`src/rtl/nave_controller.sv`:
```
// Player ship / single-shot controller, advanced once per video frame.
// Optional hold-to-repeat fire when NAVE_CTRL_AUTOFIRE_EN is defined.
//
// state      | meaning
// S_IDLE     | no shot on screen, launch allowed at a tick
// S_FLYING   | shot travelling upward, shot_active high
// S_COOLDOWN | shot gone, counting frames before next launch
module nave_controller #(
  parameter int SCREEN_W  = 640,
  parameter int SCREEN_H  = 480,
  parameter int SPRITE_W  = 32,
  parameter int SPRITE_H  = 16,
  parameter int STEP      = 4,
  parameter int SHOT_STEP = 8,
  parameter int COOLDOWN  = 8,
  parameter int START_X   = 304,
  parameter int START_Y   = 448
) (
  input  logic       clk,
  input  logic       reset,
  input  logic       vsync,
  input  logic       btn_left,
  input  logic       btn_right,
  input  logic       btn_fire,
  input  logic       shot_hit,
  output logic [9:0] sprite_x,
  output logic [9:0] sprite_y,
  output logic [9:0] shot_x,
  output logic [9:0] shot_y,
  output logic       shot_active,
  output logic       shot_launch,
  output logic       frame_tick
);

  localparam logic [9:0] X_MAX    = 10'(SCREEN_W - SPRITE_W);
  localparam logic [9:0] STEP_V   = 10'(STEP);
  localparam logic [9:0] SHOT_V   = 10'(SHOT_STEP);
  localparam logic [9:0] START_XV = 10'(START_X);
  localparam logic [9:0] START_YV = 10'(START_Y);
  localparam logic [9:0] HALF_M1  = 10'(SPRITE_W / 2 - 1);
  localparam logic [7:0] CD_V     = 8'(COOLDOWN);

  typedef enum logic [1:0] {S_IDLE, S_FLYING, S_COOLDOWN} state_t;

  state_t     state, state_nxt;
  logic       vs1, vs2, vs3;
  logic       left1, left2, right1, right2, fire1, fire2;
  logic [7:0] cd_cnt;
  logic       fire_req;
  logic       launch;
  logic       start_cd;
  logic [9:0] x_nxt;

  always_ff @(posedge clk) begin
    if (!reset) begin
      {vs1, vs2, vs3} <= 3'b111;
      {left1, left2, right1, right2, fire1, fire2} <= 6'b0;
      frame_tick <= 1'b0;
    end else begin
      vs1 <= vsync;
      vs2 <= vs1;
      vs3 <= vs2;
      left1  <= btn_left;
      left2  <= left1;
      right1 <= btn_right;
      right2 <= right1;
      fire1  <= btn_fire;
      fire2  <= fire1;
      frame_tick <= vs3 & ~vs2;
    end
  end

`ifdef NAVE_CTRL_AUTOFIRE_EN
  assign fire_req = fire2;
`else
  // Re-armed only by a tick that sees the button released.
  logic armed;
  always_ff @(posedge clk) begin
    if (!reset)
      armed <= 1'b1;
    else if (launch)
      armed <= 1'b0;
    else if (frame_tick && !fire2)
      armed <= 1'b1;
  end
  assign fire_req = fire2 & armed;
`endif

  always_ff @(posedge clk) begin
    if (!reset)
      state <= S_IDLE;
    else
      state <= state_nxt;
  end

  always_comb begin
    state_nxt = state;
    case (state)
      S_IDLE:     if (frame_tick && fire_req) state_nxt = S_FLYING;
      S_FLYING:   if (shot_hit || (frame_tick && shot_y < SHOT_V)) state_nxt = S_COOLDOWN;
      S_COOLDOWN: if (frame_tick && cd_cnt <= 8'd1) state_nxt = S_IDLE;
      default:    state_nxt = S_IDLE;
    endcase
  end

  always_comb begin
    shot_active = (state == S_FLYING);
    launch      = (state == S_IDLE) && frame_tick && fire_req;
    start_cd    = (state == S_FLYING) && (state_nxt == S_COOLDOWN);
  end

  always_comb begin
    x_nxt = sprite_x;
    if (left2 && !right2)
      x_nxt = (sprite_x < STEP_V) ? 10'd0 : sprite_x - STEP_V;
    else if (right2 && !left2)
      x_nxt = (sprite_x > X_MAX - STEP_V) ? X_MAX : sprite_x + STEP_V;
  end

  assign sprite_y = START_YV;

  always_ff @(posedge clk) begin
    if (!reset) begin
      sprite_x    <= START_XV;
      shot_x      <= 10'd0;
      shot_y      <= 10'd0;
      cd_cnt      <= 8'd0;
      shot_launch <= 1'b0;
    end else begin
      shot_launch <= launch;
      if (frame_tick)
        sprite_x <= x_nxt;
      // Launch position uses the pre-move ship position.
      if (launch) begin
        shot_x <= sprite_x + HALF_M1;
        shot_y <= sprite_y;
      end else if (state == S_FLYING && !shot_hit && frame_tick && shot_y >= SHOT_V) begin
        shot_y <= shot_y - SHOT_V;
      end
      if (start_cd)
        cd_cnt <= CD_V;
      else if (state == S_COOLDOWN && frame_tick && cd_cnt != 8'd0)
        cd_cnt <= cd_cnt - 8'd1;
    end
  end

endmodule

```
`config.mk`:
```
export PLATFORM = sky130hd
export DESIGN_NAME = nave_controller
export DESIGN_NICKNAME = d
export VERILOG_FILES = /design/src/rtl/nave_controller.sv
export SDC_FILE = /design/constraint.sdc
export NUM_CORES = 1
export LEC_CHECK = 0
export ABC_AREA = 1
export CORE_MARGIN = 2
export CORE_UTILIZATION = 56
export DETAILED_ROUTE_END_ITERATION = 8
export HOLD_SLACK_MARGIN = 0.1
export PLACE_DENSITY = 0.95
export SLEW_MARGIN = 0
export SYNTH_ARGS = -nofsm -noshare
export SYNTH_HDL_FRONTEND = slang
export SYNTH_SLANG_ARGS = --single-unit
```
`constraint.sdc`:
```
create_clock -name clk -period 3.7 [get_ports clk]
set_input_delay 0.74 -clock clk [delete_from_list [all_inputs] [get_ports clk]]
set_output_delay 0.74 -clock clk [all_outputs]
set_load 0.01 [all_outputs]
```
# Yosys cells after proc, flatten, opt, wreduce, memory -nomap -nowiden
# Cells that the tools add are included.
[word_totals] word_cells=78 ff_bits=52 output_inout_bits=43
[classes] magnitude_cmp=5 n_reduce_logical=28 bitwise=4 muxes=14 n_eq_ne=3 addsub=5
[ops] operator="10-bit two-way mux" n=4
[ops] operator="9-bit two-way mux" n=2
[ops] operator="1-bit logical AND" n=14
[ops] operator="10-bit by 3-bit adder with 10-bit output (second input constant)" n=1
[ops] operator="10-bit by 4-bit adder with 10-bit output (second input constant)" n=1
[ops] operator="10-bit by 4-bit greater-or-equal comparator with 1-bit output (second input constant)" n=1
[ops] operator="10-bit greater-than comparator (second input constant)" n=1
[ops] operator="10-bit by 3-bit less-than comparator with 1-bit output (second input constant)" n=1
[ops] operator="10-bit by 4-bit less-than comparator with 1-bit output (second input constant)" n=1
[ops] operator="10-bit by 3-bit subtractor with 10-bit output (second input constant)" n=1
[ops] operator="10-bit by 4-bit subtractor with 10-bit output (second input constant)" n=1
[ops] operator="8-bit by 1-bit <= comparator with 1-bit output (second input constant)" n=1
[ops] operator="4-bit two-way mux" n=2
[ops] operator="2-bit nonzero test" n=4
[ops] operator="8-bit nonzero test" n=1
[ops] operator="8-bit by 1-bit subtractor with 8-bit output (second input constant)" n=1
[ops] operator="2-bit two-way mux" n=3
[ops] operator="2-bit one-hot mux with 3 select lines" n=1
[ops] operator="2-bit equality test (second input constant)" n=2
[ops] operator="1-bit logical NOT" n=4
[ops] operator="2-bit OR reduction" n=2
[ops] operator="1-bit AND" n=2
[ops] operator="2-bit by 1-bit equality test with 1-bit output (second input constant)" n=1
[ops] operator="2-bit logical NOT" n=1
[ops] operator="4 further kinds" n=6

# Depth between registers and ports, before layout
# Gate-level depths: netlist of the first run.
[depth] word_depth=8 mapped_depth=11 depth_no_buf=11

# Least setup slack after synthesis of the first run
# Ideal clock, no wire load.
[synth_timing] path_kind="register to register" from="register sprite_x[2]" to="register shot_x[6]" path_stages_with_launch=8 t_arrival_ps=1403 required_time_ps=3642 n_path_buf=0 period_less_slack_ps=1461 slack_ps=2239 setup_ps=58 cell_sequence="dfxtp_1 > inv_1 > ha_1 > or2_1 > nor2_1 > xor2_1 > nand2_1 > nand2_1"
[synth_between] elab_chain_len=1
[synth_lines] item="start, declared" line_no="26" source="output logic [9:0] sprite_x,"
[synth_lines] item="start signal, assigned" line_no="132" source="sprite_x <= x_nxt;"
[synth_lines] item="10-bit by 4-bit adder with 10-bit output" line_no="135" source="shot_x <= sprite_x + HALF_M1;"
[synth_lines] item="end signal, assigned" line_no="135"
[synth_lines] item="end, declared" line_no="28" source="output logic [9:0] shot_x,"
# Every way passes these cells.
# A chain may end at the register's enable or synchronous reset.

# Final worst setup path of the first run
[layout_timing] from="input port reset" to="register shot_y[4]"
[layout_between] elab_chain_len=2
[layout_lines] item="start, declared" line_no="20" source="input logic reset,"
[layout_lines] item="1-bit NOT (no source line)"
[layout_lines] item="2-bit OR reduction (no source line)"
[layout_lines] item="end signal, assigned" line_no="136" source="shot_y <= sprite_y;"
[layout_lines] item="end signal, assigned" line_no="138" source="shot_y <= shot_y - SHOT_V;"
[layout_lines] item="end, declared" line_no="29" source="output logic [9:0] shot_y,"
# Every way passes these cells.

==> results of run 1 <==
-- synthesized netlist by cell type, types with 3 or more instances --
library cell	instances
xnor2_1	3
nor2_1	32
nor2_2	6
or2_2	3
buf_2	3
o21ai_0	8
a21oi_1	20
nand3_1	37
xor2_1	7
buf_4	18
nand4_1	4
ha_1	10
inv_2	9
o211ai_1	4
dfxtp_1	46
nand2_1	94
o21ai_1	11
inv_1	44
-- worst max-delay path by stage --
| stage | start | to | slack [ns] |
|---|---|---|---|
| final | reset | shot_y[4]$_SDFFE_PP0P_ | 1.39 |
| after global placement | reset | shot_y[4]$_SDFFE_PP0P_ | 1.20 |
| after floorplan | sprite_x[2]$_SDFFE_PN0P_ | shot_x[6]$_SDFFE_PN0P_ | 2.24 |
| after CTS | reset | shot_y[4]$_SDFFE_PP0P_ | 1.43 |
| after detailed placement | reset | shot_y[4]$_SDFFE_PP0P_ | 1.13 |
| after global routing | reset | shot_y[4]$_SDFFE_PP0P_ | 1.29 |
-- cell type report --
class                           count  area, sq um
Clock inverter                      2         16.3
Sequential cell                    46          921
Timing Repair Buffer               35          348
Tap cell                           52         65.1
Multi-Input combinational cell    271         1390
Inverter                           53          199
Clock buffer                        6         82.6
Fill cell                         367         1420
-- routing by layer --
layer  wire length, um  GRT usage
met2              2780      0.407
met3               339     0.0486
met1              2510      0.284
met5                 0          0
met4               110      0.101
-- state kept, by name (all words and copies together) (netlist names) --
signal and flops:
armed 1, cd_cnt 8, fire1 1, fire2 1, frame_tick 1, left1 1, left2 1, right1 1
right2 1, shot_launch 1, shot_x 9, shot_y 7, sprite_x 8, state 2, vs1 1, vs2 1
vs3 1
-- cells by family after synthesis --
kind of cell,Yosys count,share of synthesized area
other,2,0.00287
and+or+nand+nor,190,0.333
buffers and inverters,76,0.137
AOI/OAI and AO/OA,46,0.0950
xor gates and xnor gates,10,0.0334
adders and majority gates,10,0.0477
DFF,46,0.351
-- per-stage QoR --
step	util	setup slack, ns	instance area, sq um	hold WS [ns]	std cells
global placement	0.658	1.20	2920	0.392	457
floorplan	-	2.24	2670	0.390	393
CTS	0.680	1.43	3020	0.425	465
detailed placement	0.658	1.13	2920	0.405	457
finish	0.680	1.39	3020	0.428	465
global route	0.680	1.29	3020	0.443	465
-- power groups by stage --
stage	clock [mW]	sequential (mW)	combinational [mW]
2_1_floorplan	0	0.516	0.0475
3_3_place_gp	0	0.518	0.0510
3_5_place_dp	0	0.518	0.0525
4_1_cts	0.329	0.506	0.0528
5_1_grt	0.349	0.507	0.0600
6_report	0.327	0.507	0.0533
-- critical path, delay by kind of cell --
family | cells | cell delay, ns
buffers and inverters | 3 | 0.89
AND/OR/NAND/NOR | 1 | 0.62
AO/OA/AOI/OAI | 2 | 0.29
==> results by group, run 1 <==
Clock tree
  • CTS Buf Count: 5
  • Worst-Skew Late Latency: 0.30 ns
  • Post-CTS Hold Fix Bufs: 0
  • CTS Buffer Depth: 2
  • Clock sink count: 46
  • Post-CTS Setup Bufs: 0
  • Clk slew on worst S/H paths: 0.08 ns
  • Root buf cell: clkbuf_8
  • CTS-repair resized insts: 0
  • CTS tree: yes
  • CTS H-tree lvls: 2

Setup path
  • Crit end category: flip-flop
  • Crit path largest cell delay: 0.62 ns
  • Startpoint types: input pin
  • CP max stage cell: nor2_1
  • Reg2reg setup slack: 1.94 ns
  • CP arrival: 2.54 ns
  • Critical-path maximum fanout: 16
  • Required @ worst endpoint: 3.94 ns
  • Type of the worst setup path: in2reg
  • Worst r2r src: frame_tick$_SDFF_PN0_
  • Reg2reg end: sprite_x[9]$_SDFFE_PN0P_
  • Reg2Reg Depth: 6
  • Critical-path cell list: clkdlybuf4s50_1, buf_4, inv_1, nor2_1, o21ai_1, a21oi_1

Floorplanning
  • Die height: 72.4 um
  • Total core area: 4440 sq um
  • Die area: 5240 sq um
  • Chip Width: 72.4 um
  • # IOs: 50
  • Starting density of the core: 0.590
  • Std-Cell Rows: 24

Synth
  • Post-synth EDFFs: 0
  • Synth top area share: 0.351
  • Ys flop type: dfxtp_1
  • Share of flip-flops with an asynchronous set or reset: 0
  • Synth top area cells: dfxtp_1 (35%), nand2_1 (13%), nand3_1 (7.1%), inv_1 (6.3%), buf_4 (5.2%)
  • Post-synthesis average cell area: 6.90 sq um
  • #FFs+latches synth: 46
  • Syn Std Cell Area: 2620 sq um
  • Library cells used by synthesis: 35
  • Synth warnings: 0
  • Largest area contributor in the netlist: dfxtp_1
  • Post-synthesis sequential area ratio: 0.351
  • Syn Inst Count: 380

Timing
  • Setup TNS: 0 ns
  • RSZ-0062 raised after global routing: no
  • Rel. slew slack: 0.531
  • Final Cycle Share: 0.624
  • Hold Violations, Final: 0
  • Fin. max-slew vios: 0
  • Crit path time final: 2.31 ns
  • Max Clock Skew: 0.00734 ns
  • Slew at the pin closest to its max-slew limit: 0.701 ns
  • F_max: 433 MHz
  • Setup Viol. Count Final: 0

Worst hold path
  • HP Class: reg2reg
  • Min-Delay Endpoint: frame_tick$_SDFF_PN0_
  • Hold wc startpoint: vs3$_SDFF_PN1_
  • WHS Path Cells: 2

Finish
  • Syn-to-layout area delta: 15.3%
  • Final net count: 429
  • Commonest non-fill, non-tap cell in the layout: nand2_1
  • Most frequent cells in the layout: nand2_1 (94), dfxtp_1 (46), inv_1 (44)
  • Inserted Diodes: 0
  • Layout cells sized above 1: 0.0896

Detailed routing
  • Via count: 2,401
  • DRT iter0 DRCs: 120
  • ANT nets after route: 0
  • DRC viols: 0
  • Drt via density: 5.16
  • 1st-pass router iterations: 4
  • WL final: 5.74 mm
  • Drt wl/cell: 12.3 um

Pwr
  • IR drop worst, VDD: 0.251 mV
  • Clock share of power: 0.368
  • Part of the power in registers: 0.572
  • Comb pwr share: 0.060
  • Net Sw Frac: 0.239
  • Internal power consumption: 0.674 mW
  • Net Switching: 0.212 mW
  • Pwr Total: 0.886 mW
  • Leakage power: 1.42 nW
  • PwrDens: 293 nW/um^2

Placement
  • Final GP Congestion: 0.978
  • Post-DP HPWL: 4.32 mm
  • Input/output buffers: 34

Flow run
  • Max Cap Violations: 0

Outcome
  • Outcome: finished, final reports clean

GRT
  • Initial antenna violation count: 0
  • Largest net degree at the start of global routing: 17
  • Vias in the first global route: 2,263
  • Total congestion overflow: 0
  • Overall global routing resource usage: 0.236
  • First-pass GRT wire length: 9.76 mm
Note: power is estimated with default switching activity, not from simulation.
==> inputs of run 2 (changes only) <==
--- a/config.mk
+++ b/config.mk
@@ -7,10 +7,10 @@
 export LEC_CHECK = 0
 export ABC_AREA = 1
 export CORE_MARGIN = 2
-export CORE_UTILIZATION = 56
+export CORE_UTILIZATION = 47
 export DETAILED_ROUTE_END_ITERATION = 8
 export HOLD_SLACK_MARGIN = 0.1
-export PLACE_DENSITY = 0.95
+export PLACE_DENSITY = 0.86
 export SLEW_MARGIN = 0
 export SYNTH_ARGS = -nofsm -noshare
 export SYNTH_HDL_FRONTEND = slang
==> constraint.sdc (replaced) <==
create_clock -name clk -period 2 [get_ports clk]
set_input_delay 0.4 -clock clk [delete_from_list [all_inputs] [get_ports clk]]
set_output_delay 0.4 -clock clk [all_outputs]
set_load 0.01 [all_outputs]
==> run 2 against run 1 <==
Clock-buffer cell count is the same. Critical path depth down 3. First-iteration DRC count decreased by 27%. Via count is 0.21% higher. Register-to-register slack got worse by 1.6 ns. Critical endpoint is now shot_active. Highest routed layer unchanged.
==> results by group, run 2 (same netlist as run 1, synthesis figures left out) <==
Finish
  • Most frequent cells in the layout: nand2_1 (94), dfxtp_1 (46), inv_1 (44) (unchanged)
  • Layout cells sized above 1: 0.0959 (was 0.0896)
  • Top Registers: shot_x x9, cd_cnt x8, sprite_x x8 (unchanged)
  • Fill count: 503 (was 367)
  • Inserted Diodes: 0 (unchanged)
  • Number of flip-flops in the largest register: 9 (unchanged)
  • Syn-to-layout area delta: 17.9% (was 15.3%)
  • Commonest non-fill, non-tap cell in the layout: nand2_1 (unchanged)
  • Final net count: 433 (was 429)
  • Reg with most FFs: shot_x (unchanged)

Floorplanning
  • Total core area: 5440 sq um (was 4440 sq um)
  • # IOs: 50 (unchanged)
  • Die area: 6190 sq um (was 5240 sq um)
  • Starting density of the core: 0.482 (was 0.590)
  • Chip Width: 78.7 um (was 72.4 um)
  • Std-Cell Rows: 27 (was 24)
  • Die height: 78.7 um (was 72.4 um)

Clock tree
  • Root buf cell: clkbuf_8 (unchanged)
  • CTS H-tree lvls: 2 (unchanged)
  • Post-CTS Hold Fix Bufs: 0 (unchanged)
  • Post-CTS Setup Bufs: 0 (unchanged)
  • Worst-Skew Late Latency: 0.30 ns (about the same)
  • CTS-repair resized insts: 0 (unchanged)
  • Clock sink count: 46 (unchanged)
  • CTS Buf Count: 5 (unchanged)
  • Clk slew on worst S/H paths: 0.09 ns (was 0.08 ns)
  • CTS Buffer Depth: 2 (unchanged)
  • CTS tree: yes (unchanged)

GRT
  • First-pass GRT wire length: 9.65 mm (was 9.76 mm)
  • Total congestion overflow: 0 (unchanged)
  • Vias in the first global route: 2,295 (was 2,263)
  • Initial antenna violation count: 0 (unchanged)
  • Largest net degree at the start of global routing: 16 (was 17)
  • Overall global routing resource usage: 0.194 (was 0.236)

Setup path
  • Startpoint types: flip-flop (was input pin)
  • Crit end category: primary output (was flip-flop)
  • Critical-path maximum fanout: 4 (was 16)
  • Type of the worst setup path: reg2out (was in2reg)
  • CP arrival: 1.44 ns (was 2.54 ns)
  • Required @ worst endpoint: 1.60 ns (was 3.94 ns)

Pwr
  • IR drop worst, VDD: 0.348 mV (was 0.251 mV)
  • Pwr Total: 1.72 mW (was 0.886 mW)
  • PwrDens: 556 nW/um^2 (was 293 nW/um^2)
  • Leakage power: 1.44 nW (was 1.42 nW)

Timing
  • Final Cycle Share: 0.918
  • Hold Violations, Final: 0 (unchanged)
  • Fin. max-slew vios: 0 (unchanged)
  • Max Clock Skew: 0.0117 ns (was 0.00734 ns)
  • F_max: 545 MHz
  • Slew at the pin closest to its max-slew limit: 0.491 ns (was 0.701 ns)
  • Setup Viol. Count Final: 0 (unchanged)
  • Crit path time final: 1.84 ns
  • Setup TNS: 0 ns (unchanged)
  • RSZ-0062 raised after global routing: no (unchanged)
  • Rel. slew slack: 0.669 (was 0.531)

Placement
  • Input/output buffers: 34 (unchanged)
  • Post-DP HPWL: 4.23 mm (was 4.32 mm)
  • Final GP Congestion: 0.942 (was 0.978)

Detailed routing
  • DRC viols: 0 (unchanged)
  • WL final: 5.56 mm (was 5.74 mm)
  • DRT iter0 DRCs: 88 (was 120)
  • ANT nets after route: 0 (unchanged)
  • Drt wl/cell: 11.4 um (was 12.3 um)
  • 1st-pass router iterations: 5 (was 4)
  • Via count: 2,406 (was 2,401)
  • Drt via density: 4.92 (was 5.16)

Flow run
  • Max Cap Violations: 0 (unchanged)

Worst hold path
  • HP Class: reg2reg (unchanged)

Outcome
  • Outcome: finished, final reports clean (unchanged)
[run 2: cell types whose count changed in the layout (fill, tap and decap cells not counted), sizes merged]
cell / change
buf: +4
bufinv: +1
inv: -1
[run 2: worst paths after layout]
| kind | start | endpoint | slack (ns) | depth (start not counted) |
|---|---|---|---|---|
| max | state[0]$_SDFF_PN0_ | shot_active | 0.16 | 3 |
| min | fire1$_SDFF_PN0_ | fire2$_SDFF_PN0_ | 0.41 | 2 |
| max reg2reg | sprite_x[2]$_SDFFE_PN0P_ | sprite_x[6]$_SDFFE_PN0P_ | 0.36 | 9 |
| min reg2reg | fire1$_SDFF_PN0_ | fire2$_SDFF_PN0_ | 0.41 | 2 |
[run 2: final cells by class]
type	instances	area (sq um)	share of cell area
well taps	72	90.1	0.0292
clock buffers	6	72.6	0.0235
inverters	53	199	0.0644
repair buffers	39	378	0.122
clock inverters	2	37.5	0.0122
flip-flops and latches	46	921	0.298
multi-input cells	271	1390	0.450
[run 2: metal layers]
| metal | share of wire | vias up | GRT usage |
|---|---|---|---|
| li1 | - | 1234 | - |
| met1 | 0.42 | 1071 | 0.228 |
| met2 | 0.50 | 91 | 0.337 |
| met3 | 0.058 | 10 | 0.0391 |
| met4 | 0.021 | 0 | 0.0912 |
| met5 | 0 | - | 0 |
[run 2: metrics by stage]
stage	utilization	worst slack, ns	area, sq um	std cells	hold slack [ns]
6_report	0.568	0.164	3090	489	0.408
5_1_grt	0.568	0.0850	3090	489	0.433
4_1_cts	0.568	0.146	3090	489	0.417
3_5_place_dp	0.548	0.201	2980	481	0.404
3_3_place_gp	0.548	0.249	2980	481	0.393
2_1_floorplan	-	0.539	2670	393	0.390
[run 2: power by group]
part	switching (mW)	internal, mW
Clock	0.309	0.373
Combinational	0.0643	0.0385
Sequential	0.00715	0.927
[run 2: critical path, cell delays in order (launching register included)]
cell,delay (ns)
dfxtp_1,0.37
inv_2,0.06
nor2_2,0.14
clkdlybuf4s50_1,0.56
==> inputs of run 3 (changes only) <==
--- a/config.mk
+++ b/config.mk
@@ -6,6 +6,7 @@
 export NUM_CORES = 1
 export LEC_CHECK = 0
 export ABC_AREA = 1
+export CORE_ASPECT_RATIO = 2
 export CORE_MARGIN = 2
 export CORE_UTILIZATION = 47
 export DETAILED_ROUTE_END_ITERATION = 8
==> run 3 against run 2 <==
Non-clock buffer count fell by 2. Clock power fell by 14%. Total power fell by 5.5%. Sequential share of layout area rose by 0.48 points. Clock-buffer cell count rose by 1. Via count rose by 2.5%. Setup slack got worse by 0.046 ns. Final cell count fell by 2.9%. Critical path depth fell by 2.
==> results by group, run 3 (same netlist as run 1, synthesis figures left out) <==
Timing
  • Setup Viol. Count Final: 0 (unchanged)
  • Final Cycle Share: 0.941 (was 0.918)
  • RSZ-0062 raised after global routing: no (unchanged)
  • Slew at the pin closest to its max-slew limit: 0.602 ns (was 0.491 ns)
  • Crit path time final: 1.88 ns (was 1.84 ns)
  • F_max: 531 MHz (was 545 MHz)
  • Hold Violations, Final: 0 (unchanged)
  • Fin. max-slew vios: 0 (unchanged)
  • Rel. slew slack: 0.595 (was 0.669)
  • Max Clock Skew: 0.00724 ns (was 0.0117 ns)
  • Setup TNS: 0 ns (unchanged)

Setup path
  • Crit path largest cell delay: 0.61 ns (was 0.56 ns)
  • CP bufs+invs: 1 (was 2)
  • Critical-path cell list: clkdlybuf4s50_1 (was inv_2, nor2_2, clkdlybuf4s50_1)
  • CP max stage cell: clkdlybuf4s50_1 (unchanged)
  • Startpoint types: flip-flop (unchanged)
  • Type of the worst setup path: reg2out (unchanged)
  • Required @ worst endpoint: 1.60 ns (about the same)
  • Crit end category: primary output (unchanged)
  • CP arrival: 1.48 ns (was 1.44 ns)
  • Critical-path maximum fanout: 8 (was 4)
  • CP top delay family: buffers and inverters (unchanged)

Placement
  • Final GP Congestion: 0.956 (was 0.942)
  • Post-DP HPWL: 4.50 mm (was 4.23 mm)
  • Placed cell count: 467 (was 481)
  • Input/output buffers: 34 (unchanged)
  • Placement Cell Area: 2950 sq um (was 2980 sq um)

Detailed routing
  • ANT nets after route: 0 (unchanged)
  • DRC viols: 0 (unchanged)
  • Via count: 2,466 (was 2,406)
  • WL final: 5.84 mm (was 5.56 mm)
  • 1st-pass router iterations: 5 (unchanged)
  • DRT iter0 DRCs: 95 (was 88)
  • Drt via density: 5.19 (was 4.92)
  • Drt wl/cell: 12.3 um (was 11.4 um)

Pwr
  • Net Switching: 0.379 mW (was 0.380 mW)
  • Comb pwr share: 0.062 (was 0.060)
  • Clock share of power: 0.361 (was 0.397)
  • IR drop worst, VDD: 0.474 mV (was 0.348 mV)
  • Part of the power in registers: 0.577 (was 0.544)
  • Leakage power: 1.43 nW (was 1.44 nW)
  • Internal power consumption: 1.24 mW (was 1.34 mW)
  • PwrDens: 534 nW/um^2 (was 556 nW/um^2)
  • Net Sw Frac: 0.234 (was 0.221)

GRT
  • Total congestion overflow: 0 (unchanged)
  • Vias in the first global route: 2,295 (unchanged)
  • Initial antenna violation count: 0 (unchanged)
  • First-pass GRT wire length: 9.61 mm (was 9.65 mm)
  • Largest net degree at the start of global routing: 16 (unchanged)
  • Overall global routing resource usage: 0.194 (about the same)

Finish
  • Most frequent cells in the layout: nand2_1 (94), dfxtp_1 (46), inv_1 (44) (unchanged)
  • Post-route insts no fill: 475 (was 489)
  • Commonest non-fill, non-tap cell in the layout: nand2_1 (unchanged)
  • Syn-to-layout area delta: 16.0% (was 17.9%)
  • Final Cell Area: 3040 sq um (was 3090 sq um)
  • Layout cells sized above 1: 0.0916 (was 0.0959)
  • Number of flip-flops in the largest register: 9 (unchanged)
  • Top Registers: shot_x x9, cd_cnt x8, sprite_x x8 (unchanged)
  • Reg with most FFs: shot_x (unchanged)
  • Final net count: 431 (was 433)
  • Inserted Diodes: 0 (unchanged)

Clock tree
  • CTS Buffer Depth: 2 (unchanged)
  • CTS Buf Count: 5 (unchanged)
  • Clk slew on worst S/H paths: 0.08 ns (was 0.09 ns)
  • CTS H-tree lvls: 2 (unchanged)
  • Clock sink count: 46 (unchanged)
  • Post-CTS Setup Bufs: 0 (unchanged)
  • Root buf cell: clkbuf_8 (unchanged)
  • Worst-Skew Late Latency: 0.30 ns (about the same)
  • Post-CTS Hold Fix Bufs: 0 (unchanged)
  • CTS-repair resized insts: 0 (unchanged)
  • CTS tree: yes (unchanged)

Floorplanning
  • Total core area: 5420 sq um (was 5440 sq um)
  • Die area: 6230 sq um (was 6190 sq um)
  • Std-Cell Rows: 38 (was 27)
  • Chip Width: 56.8 um (was 78.7 um)
  • Starting density of the core: 0.484 (was 0.482)
  • # IOs: 50 (unchanged)
  • Die height: 110 um (was 78.7 um)

Outcome
  • Outcome: finished, final reports clean (unchanged)

Worst hold path
  • HP Class: reg2reg (unchanged)

Flow run
  • Max Cap Violations: 0 (unchanged)
==> run 3: power by group through the flow <==
stage	registers, mW	clock network [mW]	logic [mW]
after floorplan	0.956	0	0.0879
after global placement	0.957	0	0.0981
after detailed placement	0.958	0	0.100
after CTS	0.936	0.594	0.100
after global routing	0.938	0.639	0.113
final	0.936	0.586	0.101
==> run 3: area by class of cell <==
type,count,area [sq um]
inverter,53,199
tap,60,75.1
timing repair buffer,37,363
multi-input combinational,271,1390
fill,519,2380
clock buffer,7,86.3
sequential,46,921
clock inverter,1,5.00
==> run 3: tightest hold or removal path: stages (launching register included) <==
cell     delay (ns)
dfxtp_1        0.31
nand2_1        0.04
inv_1          0.04
==> run 3: worst paths after layout <==
kind | start | to | slack [ns] | cells after the start
setup / recovery | frame_tick$_SDFF_PN0_ | frame_tick | 0.12 | 1
hold / removal | right1$_SDFF_PN0_ | right2$_SDFF_PN0_ | 0.41 | 2
setup reg to reg | sprite_x[2]$_SDFFE_PN0P_ | shot_x[6]$_SDFFE_PN0P_ | 0.34 | 7
hold reg to reg | right1$_SDFF_PN0_ | right2$_SDFF_PN0_ | 0.41 | 2
==> run 3: routing by layer <==
metal / up-vias / share of wire / GRT usage
met5: - / 0 / 0
met4: 0 / 0.033 / 0.115
met3: 18 / 0.051 / 0.0306
met2: 103 / 0.55 / 0.378
met1: 1111 / 0.37 / 0.185
li1: 1234 / - / -
==> run 3: through the flow <==
step	power, mW	hold WS [ns]	setup WS, ns	utilization
floorplan	1.04	0.390	0.539	-
global placement	1.06	0.397	0.285	0.544
detailed placement	1.06	0.399	0.247	0.544
CTS	1.63	0.412	0.0951	0.561
global route	1.69	0.434	0.0490	0.561
finish	1.62	0.410	0.118	0.561
